`config.mk`:
```
export PLATFORM = sky130hd
export DESIGN_NAME = rx_block_ctrl
export DESIGN_NICKNAME = d
export VERILOG_FILES = /design/src/rtl/rx_block_ctrl.sv
export SDC_FILE = /design/constraint.sdc
export NUM_CORES = 1
export LEC_CHECK = 0
export ABC_AREA = 1
export BUFFER_PORTS_ARGS = -buffer_cell sky130_fd_sc_hd__buf_2
export CORE_MARGIN = 2
export CORE_UTILIZATION = 53
export CTS_CLUSTER_DIAMETER = 60
export DETAILED_ROUTE_END_ITERATION = 7
export GPL_TIMING_DRIVEN = 1
export PLACE_DENSITY = 0.74
export SLEW_MARGIN = 30
export SYNTH_ARGS = -nofsm -noshare
export SYNTH_HDL_FRONTEND = slang
export SYNTH_SLANG_ARGS = --single-unit
```
`constraint.sdc`:
```
create_clock -name clk -period 1.8 [get_ports clk]
set_input_delay 0.27 -clock clk [delete_from_list [all_inputs] [get_ports clk]]
set_output_delay 0.27 -clock clk [all_outputs]
set_load 0.03 [all_outputs]
```
`src/rtl/rx_block_ctrl.sv`:
```
// Receive-side block sequencer: paces the input shift register one word at a time,
// zero-pads short final blocks and hands complete blocks to the AES core.
module rx_block_ctrl #(
    parameter int WORDS_PER_BLOCK = 2,
    parameter int CNT_W           = 16
) (
    input  logic             clk,
    input  logic             rst,
    input  logic             word_valid,
    input  logic             word_last,
    output logic             word_ready,
    input  logic             abort,
    output logic             shift_enable,
    output logic             pad_sel,
    output logic             block_valid,
    output logic             block_last,
    input  logic             block_ready,
    output logic [CNT_W-1:0] block_count
);

    localparam int CW = $clog2(WORDS_PER_BLOCK) + 1;
    localparam logic [CW-1:0]    LAST_IDX = CW'(WORDS_PER_BLOCK - 1);
    localparam logic [CW-1:0]    WORD_ONE = CW'(1);
    localparam logic [CNT_W-1:0] BLK_ONE  = CNT_W'(1);

    typedef enum logic [1:0] {
        S_IDLE = 2'd0,
        S_FILL = 2'd1,
        S_PAD  = 2'd2,
        S_FULL = 2'd3
    } state_t;

    state_t            state_r;
    logic [CW-1:0]     word_cnt_r;
    logic              last_q_r;
    logic [CNT_W-1:0]  block_count_r;

    logic              word_ready_s;
    logic              accept_s;
    logic              handshake_s;

    // Upstream readiness: a full block frees its slot only when the core takes it.
    always_comb begin
        word_ready_s = 1'b0;
        case (state_r)
            S_IDLE, S_FILL: word_ready_s = 1'b1;
            S_FULL:         word_ready_s = block_ready;
            default:        word_ready_s = 1'b0;
        endcase
    end

    assign accept_s     = word_valid & word_ready_s & ~abort;
    assign handshake_s  = (state_r == S_FULL) & block_ready & ~abort;

    // The shift must be combinational so the register captures the word on this edge.
    assign word_ready   = word_ready_s;
    assign shift_enable = accept_s | ((state_r == S_PAD) & ~abort);
    assign pad_sel      = (state_r == S_PAD);
    assign block_valid  = (state_r == S_FULL);
    assign block_last   = (state_r == S_FULL) & last_q_r;
    assign block_count  = block_count_r;

    // Block sequencing FSM, word counter, last flag and delivered-block counter.
    always_ff @(posedge clk or posedge rst) begin
        if (rst) begin
            state_r       <= S_IDLE;
            word_cnt_r    <= '0;
            last_q_r      <= 1'b0;
            block_count_r <= '0;
        end else if (abort) begin
            state_r    <= S_IDLE;
            word_cnt_r <= '0;
            last_q_r   <= 1'b0;
        end else begin
            if (handshake_s) begin
                block_count_r <= block_count_r + BLK_ONE;
                last_q_r      <= 1'b0;
            end
            case (state_r)
                // FULL shares this path: an accepted word there is a pass-through.
                S_IDLE, S_FILL, S_FULL: begin
                    if (accept_s) begin
                        if (word_cnt_r == LAST_IDX) begin
                            state_r    <= S_FULL;
                            word_cnt_r <= '0;
                            last_q_r   <= word_last;
                        end else if (word_last) begin
                            state_r    <= S_PAD;
                            word_cnt_r <= word_cnt_r + WORD_ONE;
                            last_q_r   <= 1'b1;
                        end else begin
                            state_r    <= S_FILL;
                            word_cnt_r <= word_cnt_r + WORD_ONE;
                        end
                    end else if (handshake_s) begin
                        state_r <= S_IDLE;
                    end else begin
                        state_r <= state_r;
                    end
                end
                S_PAD: begin
                    if (word_cnt_r == LAST_IDX) begin
                        state_r    <= S_FULL;
                        word_cnt_r <= '0;
                    end else begin
                        word_cnt_r <= word_cnt_r + WORD_ONE;
                    end
                end
                default: begin
                    state_r    <= S_IDLE;
                    word_cnt_r <= '0;
                end
            endcase
        end
    end

endmodule

```
==> results of run 1 <==
==> logic make-up after synthesis <==
logic type	Yosys count	share of synthesized area [%]
simple gates	98	37.4
buf+inv	26	8.62
flops	21	43.1
compound gates	13	5.54
xor+xnor	6	4.31
fa+ha+maj	1	1.03
==> registers in the layout (all words and copies together) (netlist names) <==
signal	cells
last_q_r	1
word_cnt_r	2
state_r	2
block_count	16
==> worst min-delay path by stage <==
stage	to	slack (ps)	cells past startpoint
after floorplan	block_count[0]	250	1
after detailed placement	word_cnt_r[0]	310	3
after CTS	last_q_r	150	2
after global placement	word_cnt_r[1]	310	3
after global routing	last_q_r	170	2
final	last_q_r	150	2
==> cell type report <==
class | count | area share [%]
clock buffer | 4 | 1.84
inverter | 25 | 6.57
multi-input combinational | 118 | 41.5
sequential | 21 | 36.8
tap | 28 | 2.45
timing repair buffer | 29 | 10.9
==> layer usage <==
| metal | up-vias | wire [µm] |
|---|---|---|
| li1 | 578 | - |
| met1 | 505 | 1130 |
| met2 | 33 | 1180 |
| met3 | 8 | 108 |
| met4 | 0 | 65 |
| met5 | - | 0 |
==> per-stage QoR <==
stage | hold WS [ps] | power, mW
floorplan | 247 | 0.856
finish | 155 | 1.19
CTS | 152 | 1.20
global placement | 310 | 0.948
detailed placement | 313 | 0.971
global route | 168 | 1.26
==> power by group <==
group | internal [mW] | switching [mW]
Clock | 0.0862 | 0.144
Sequential | 0.522 | 0.0679
Combinational | 0.112 | 0.261
==> cell usage after synthesis <==
cell type and n:
dfrtp_1 21, nand4_4 2, inv_1 25, o21ai_0 6, buf_6 1, nand3_1 9, nor2_1 17, nand3_2 2
xnor2_1 3, nor2_2 4, nand3b_1 1, o21ai_1 2, a21oi_1 4, o21bai_1 1, ha_1 1, or2_2 1
nor3_2 1, xor2_1 3, nor3_1 2, nand2_1 57, nand4_1 2
==> cells in the final DEF (no fill, tap or decap), types with 3 or more instances in the layout <==
cell	instances
nand3_1	9
xor2_1	3
dfrtp_1	21
xnor2_1	3
nor2_2	5
clkbuf_4	3
nand2_1	57
nor2_1	16
inv_1	25
o21ai_0	6
buf_2	26
a21oi_1	4
==> timing repair <==
action | 4_1_cts | 5_1_grt
gates resized for setup | 0 | 1
hold buffers | 1 | 0
hold endpoints to repair | 21 | 0
setup endpoints to repair | 0 | 1
==> worst max-delay path, delay by kind of cell, from the launching register on <==
family,cells,cell delay [ps]
flops,1,430
buf+inv,2,280
simple gates,3,360
==> flow_summary_export.csv, run 1 <==
group,metric,value,unit
status,status,"completed",
synthesis,syn_area,0.00122,mm²
synthesis,synth.largest_area_cell,"dfrtp_1",
layout,multi_input_area,592,µm²
sta,fin_crit_sh,91.1,%
sta,final.setup.tns,0,ps
worst_setup_path,slowest_delay,430,ps
cts,cts_buffer_depth,2,
min_path,min_from,"abort",
worst_setup_path,setup.worst_path.class,"reg -> out",
sta,finClkSkew,2.22,ps
synthesis,yosysWarnings,0,
worst_setup_path,crit_fanout,5,
layout,register_area,526,µm²
routing,vias,1124,
placed_design,gp_congestion,0.827,
placed_design,port_buffers,26,
power,vdd_drop_max,796,µV
routing,postRouteAntennaNets,0,
synthesis,syn_nets,172,
placed_design,place_inst,220,
grt,met2_usage,35.9,%
sta,grt_setup_unrepaired,"no",
cts,cts_root_buf,"clkbuf_4",
sta,slew_violations,0,
layout,layout-drive-gt1-share,21.3,%
die,floorplan.initialDensity,55.7,%
power,leakagePower,0.751,nW
sta,setup_ws,160,ps
sta,worst_pin_slew,275,ps
cts,clk_pin_slew,120,ps
layout,fin_cells,225,
grt,grtUsageMet1,26.4,%
cts,clock_sinks,21,
grt,grt_pass1_vias,974,
min_path,hold_class,"in -> reg",
layout,syn2layout_area_growth,17.0,%
layout,post-route-util,65.2,%
grt,grt_max_degree,22,
routing,first_pass_iters,4,
worst_setup_path,setup.worst_path.end,"shift_enable",
power,power_density,835,mW/mm²
routing,vias_per_cell,5.00,
job,maxCapViolCount,0,
cts,numCtsBuffers,3,
worst_setup_path,r2r_start,"block_count[0]",
synthesis,ys_ff_latch,21,
worst_setup_path,slowest_stage,"dfrtp_1",
die,die_area,0.00270,mm²
cts,clkLatencyLatePin,300,ps
routing,wl,2480,µm
synthesis,post_synth.cell_area_avg,7.39,µm²
die,die_w,52.0,µm
synthesis,ys_types,21,
worst_setup_path,cp-start-kind,"flop",
grt,busiest_layer,"met2",
die,rows,17,
synthesis,netlist_instances,165,
worst_setup_path,crit_arrival,1370,ps
die,io-pin-count,27,
placed_design,dpl-instance-area,0.00139,mm²
sta,hold_violations,0,
grt,grt_usage,21.3,%
die,design.core.area,0.00219,mm²
layout,final_cell_area,0.00143,mm²
layout,nets,205,
sta,slew_headroom,81.7,%
worst_setup_path,reg2reg_slack,210,ps
sta,setup_viol,0,
worst_setup_path,reg2reg_to,"block_count[14]",
worst_setup_path,rr_worst_depth,8,
layout,n_antenna_cell,0,
cts,cts_tree,"done",
grt,grt_pass1_wl,4250,µm
placed_design,hpwl,1970,µm
worst_setup_path,cp.required,1530,ps
routing,dr.first_iter.drc_count,33,
synthesis,synthTopCellsByArea,"dfrtp_1 (43%), nand2_1 (18%), inv_1 (7.7%)",
grt,met3_usage,2.87,%
cts,cts_max_level,1,
worst_setup_path,cp-end-kind,"output port",
layout,fill_cells,211,
placed_design,place_ws,236,ps
cts,cts_setup_buffers,0,
routing,drc,0,
grt,grt.overflow.total,0,
routing,wl_per_cell,11.0,µm
synthesis,ys_seq_area_share,43.1,%
synthesis,synth_top_area_share,43.1,%
die,die_y,52.0,µm
grt,grt_antenna_before_repair,0,
worst_setup_path,crit_start,"state_r[1]",
sta,timing.fmax,610,MHz
worst_setup_path,path_cells,"inv_1 > nor2_2 > nand2_1 > nand2_1 > buf_2",
sta,fin_crit,1640,ps
worst_setup_path,cpMostUsedCell,"nand2_1",
Note: power is estimated with default switching activity, not from simulation.
==> run 2: changes to the inputs <==
--- a/config.mk
+++ b/config.mk
@@ -9,2 +9,3 @@
 export BUFFER_PORTS_ARGS = -buffer_cell sky130_fd_sc_hd__buf_2
+export CORE_ASPECT_RATIO = 1.2
 export CORE_MARGIN = 2
==> constraint.sdc (replaced) <==
create_clock -name clk -period 1.8 [get_ports clk]
set_input_delay 0.18 -clock clk [delete_from_list [all_inputs] [get_ports clk]]
set_output_delay 0.18 -clock clk [all_outputs]
set_load 0.03 [all_outputs]
==> flow_summary_export.csv, run 2 (synthesis gave the netlist of run 1 again) <==
group,metric,value,unit
status,status,"completed",
layout,largest_reg_flops,16,
sta,grt_setup_unrepaired,"no",
worst_setup_path,setup.worst_path.class,"reg -> out",
routing,wl_per_cell,10.7,µm
power,p_sw_share,39.2,%
layout,register_area,526,µm²
placed_design,place_ws,309,ps
layout,n_antenna_cell,0,
power,comb_power_share,30.6,%
sta,hold_violations,0,
sta,setup_viol,0,
die,design.core.area,0.00223,mm²
placed_design,gp_congestion,0.845,
cts,clk_pin_slew,110,ps
worst_setup_path,path_cells,"inv_1 > nor2_1 > nand2_1 > nand2_1 > buf_2",
layout,fin_cells,228,
routing,drc,0,
cts,cts_root_buf,"clkbuf_4",
layout,fill_cells,223,
power,vdd_drop_max,562,µV
worst_setup_path,cp-end-kind,"output port",
job,maxCapViolCount,0,
routing,vias_per_cell,4.93,
worst_setup_path,crit_fanout,5,
grt,grt_antenna_before_repair,0,
cts,cts_buffer_depth,2,
die,floorplan.initialDensity,54.6,%
grt,grt.overflow.total,0,
cts,clkLatencyLatePin,300,ps
cts,cts_tree,"done",
cts,cts_setup_buffers,0,
placed_design,place_inst,223,
placed_design,port_buffers,26,
layout,syn2layout_area_growth,17.1,%
layout,nets,205,
routing,wl,2440,µm
power,clockPowerShare,19.4,%
worst_setup_path,slowest_stage,"dfrtp_1",
min_path,hold_class,"in -> reg",
grt,grt_pass1_wl,4280,µm
die,die_w,47.8,µm
cts,cts_max_level,1,
die,die_y,56.6,µm
routing,postRouteAntennaNets,0,
grt,grt_pass1_vias,1065,
power,power_density,824,mW/mm²
worst_setup_path,cp-start-kind,"flop",
sta,finClkSkew,0.575,ps
worst_setup_path,crit_arrival,1440,ps
routing,vias,1123,
routing,first_pass_iters,4,
layout,multi_input_area,589,µm²
worst_setup_path,cpMostUsedCell,"nand2_1",
placed_design,hpwl,1960,µm
routing,dr.first_iter.drc_count,29,
sta,timing.fmax,619,MHz
power,p_seq_share,49.9,%
sta,fin_crit,1620,ps
worst_setup_path,cp.required,1620,ps
sta,final.setup.tns,0,ps
sta,setup_ws,185,ps
sta,worst_pin_slew,274,ps
power,leakagePower,0.751,nW
cts,cts_resized,0,
layout,final_cell_mix,"nand2_1 (57), buf_2 (26), inv_1 (25), dfrtp_1 (21), nor2_1 (17)",
sta,slew_violations,0,
cts,clock_sinks,21,
worst_setup_path,slowest_delay,440,ps
layout,final_common_cell,"nand2_1",
sta,slew_headroom,81.8,%
cts,numCtsBuffers,3,
die,io-pin-count,27,
sta,hold-worst-slack,60.3,ps
sta,fin_crit_sh,89.7,%
power,p_int,717,µW
grt,grt_max_degree,22,
layout,layout-drive-gt1-share,20.8,%
die,rows,19,
die,die_area,0.00270,mm²
power,power.switching,461,µW
grt,grt_usage,21.4,%
run 2: critical path, delay by kind of cell (launching register included):
family / cells / cell delay (ps)
AND/OR/NAND/NOR: 3 / 440
buffers and inverters: 2 / 260
flip-flops: 1 / 440
run 2: routing by layer:
metal / share of wire [%] / track usage [%] / up-vias
met3: 3.4 / 3.22 / 4
met2: 52 / 36.0 / 18
met4: 1.1 / 6.95 / 0
met1: 43 / 26.8 / 524
li1: - / - / 577
met5: 0 / 0 / -
run 2: repair_timing:
item | 4_1_cts | 5_1_grt
hold endpoints to repair | 21 | 0
setup endpoints to repair | 0 | 0
hold buffers | 1 | 0
run 2: final cells by class:
class	count	area share [%]
clock buffer	4	1.84
inverter	25	6.57
multi-input combinational	118	41.2
sequential	21	36.8
tap	31	2.71
timing repair buffer	29	10.9
run 2: per-stage QoR:
step | area, µm² | power [mW] | utilization [%]
final | 1430 | 1.18 | 63.9
after global routing | 1430 | 1.25 | 63.9
after CTS | 1430 | 1.19 | 63.9
after detailed placement | 1390 | 0.959 | 62.3
after global placement | 1390 | 0.951 | 62.3
after floorplan | 1220 | 0.856 | -
run 2: power by group through the flow:
stage / Sequential [mW] / Clock [mW] / Combinational, mW
6_report: 0.588 / 0.229 / 0.361
5_1_grt: 0.597 / 0.260 / 0.397
4_1_cts: 0.588 / 0.234 / 0.366
3_5_place_dp: 0.598 / 0 / 0.361
3_3_place_gp: 0.594 / 0 / 0.357
2_1_floorplan: 0.629 / 0 / 0.227
run 2: path summary, 6_finish.rpt:
kind	from	endpoint	slack [ps]	cells after the start
setup / recovery	state_r[1]	shift_enable	180	5
hold / removal	abort	last_q_r	60	2
setup reg to reg	block_count[0]	block_count[14]	300	8
hold reg to reg	word_cnt_r[1]	word_cnt_r[1]	520	2
max in group asynchronous	rst	block_count[2]	1150	4
min in group asynchronous	rst	state_r[1]	440	4
==> run 3: changes to the inputs <==
- SLEW_MARGIN: 30 -> not set
- clock period: 1.8 -> 1.75 ns (I/O delays scaled with it)
==> flow_summary_export.csv, run 3 (synthesis gave the netlist of run 1 again) <==
group,metric,value,unit
status,status,"completed",
placed_design,gp_congestion,0.888,
min_path,min_to,"last_q_r",
sta,setup_viol,0,
sta,grt_setup_unrepaired,"no",
routing,wl,2480,µm
sta,timing.fmax,637,MHz
worst_setup_path,cp.required,1570,ps
grt,grt_pass1_vias,1037,
cts,cts_root_buf,"clkbuf_4",
sta,worst_pin_slew,289,ps
sta,hold-worst-slack,102,ps
grt,grt.overflow.total,0,
grt,grt_pass1_wl,4150,µm
min_path,min_from,"abort",
die,io-pin-count,27,
routing,first_pass_iters,4,
placed_design,hpwl,1980,µm
min_path,min_path_cells,2,
cts,cts_tree,"done",
worst_setup_path,reg2reg_to,"block_count[14]",
routing,vias_per_cell,4.89,
power,vdd_drop_max,650,µV
cts,clock_sinks,21,
layout,syn2layout_area_growth,18.6,%
cts,cts_buffer_depth,2,
cts,cts_setup_buffers,0,
cts,numCtsBuffers,3,
sta,fin_crit,1570,ps
worst_setup_path,rr_worst_depth,7,
worst_setup_path,crit_fanout,5,
routing,dr.first_iter.drc_count,18,
die,floorplan.initialDensity,54.6,%
worst_setup_path,crit_arrival,1400,ps
cts,clkLatencyLatePin,300,ps
sta,slew_violations,0,
layout,final_common_cell,"nand2_1",
placed_design,port_buffers,26,
sta,slew_headroom,80.7,%
worst_setup_path,reg2reg_slack,310,ps
die,die_w,47.8,µm
worst_setup_path,cp-end-kind,"output port",
sta,finClkSkew,5.32,ps
layout,final_cell_mix,"nand2_1 (57), buf_2 (26), inv_1 (25), dfrtp_1 (21), nor2_1 (16)",
routing,postRouteAntennaNets,0,
worst_setup_path,cp-start-kind,"flop",
power,power_density,856,mW/mm²
worst_setup_path,setup.worst_path.class,"reg -> out",
sta,fin_crit_sh,89.8,%
grt,grt_antenna_before_repair,0,
cts,cts_max_level,1,
grt,grt_max_degree,22,
sta,hold_violations,0,
die,rows,19,
layout,largest_reg_flops,16,
die,die_y,56.6,µm
power,leakagePower,0.761,nW
job,maxCapViolCount,0,
layout,n_antenna_cell,0,
routing,drc,0,
die,design.core.area,0.00223,mm²
die,die_area,0.00270,mm²
layout,nets,207,
min_path,hold_class,"in -> reg",
routing,wl_per_cell,10.8,µm
grt,grt_usage,20.7,%
cts,clk_pin_slew,110,ps
worst_setup_path,r2r_start,"state_r[0]",
sta,final.setup.tns,0,ps
routing,vias,1125,
layout,layout-drive-gt1-share,22.1,%
==> run 3: per-stage QoR <==
step           power, mW  worst slack [ps]  util, %  instance area [µm²]  std cells
4_1_cts             1.24               116     64.6                 1440        230
3_5_place_dp        1.01               340     63.0                 1410        225
2_1_floorplan      0.881              19.2        -                 1220        165
6_report            1.24               179     64.7                 1450        230
5_1_grt             1.31              54.3     64.7                 1450        230
3_3_place_gp       0.992               374     63.0                 1410        225
==> run 3: metal layers <==
metal	track usage, %	part of all wire (%)
met5	0	0
met4	8.88	2.0
met3	3.54	4.4
met2	34.1	52
met1	25.2	42
==> run 3: repair_timing <==
action	CTS	global route
hold endpoints to repair	21	0
hold buffers	1	0
gates resized for setup	0	1
endpoints found under the setup margin	0	1
==> run 3: area by class of cell <==
type | count | area [µm²]
well taps | 31 | 38.8
clock buffers | 4 | 26.3
inverters | 25 | 93.8
repair buffers | 31 | 170
flip-flops and latches | 21 | 526
multi-input cells | 118 | 592
fillers | 232 | 788
==> run 3: worst max path at each step <==
stage	startpoint	cells after the start	slack (ps)	to
2_1_floorplan	state_r[1]	6	20	state_r[1]
3_3_place_gp	block_count[1]	8	370	block_count[14]
3_5_place_dp	state_r[0]	7	340	block_count[14]
4_1_cts	state_r[1]	5	120	shift_enable
5_1_grt	state_r[1]	5	50	shift_enable
6_report	state_r[1]	5	180	shift_enable
==> run 3: worst max-delay path, stage by stage (launching register included) <==
cell and delay (ps):
dfrtp_1 440, inv_1 70, nor2_2 150, nand2_1 120
nand2_1 110, buf_2 200
==> run 3: report_power, final <==
group	switching, mW	internal, mW
Combinational	0.288	0.126
Clock	0.144	0.0889
Sequential	0.0543	0.537
Total	0.486	0.752
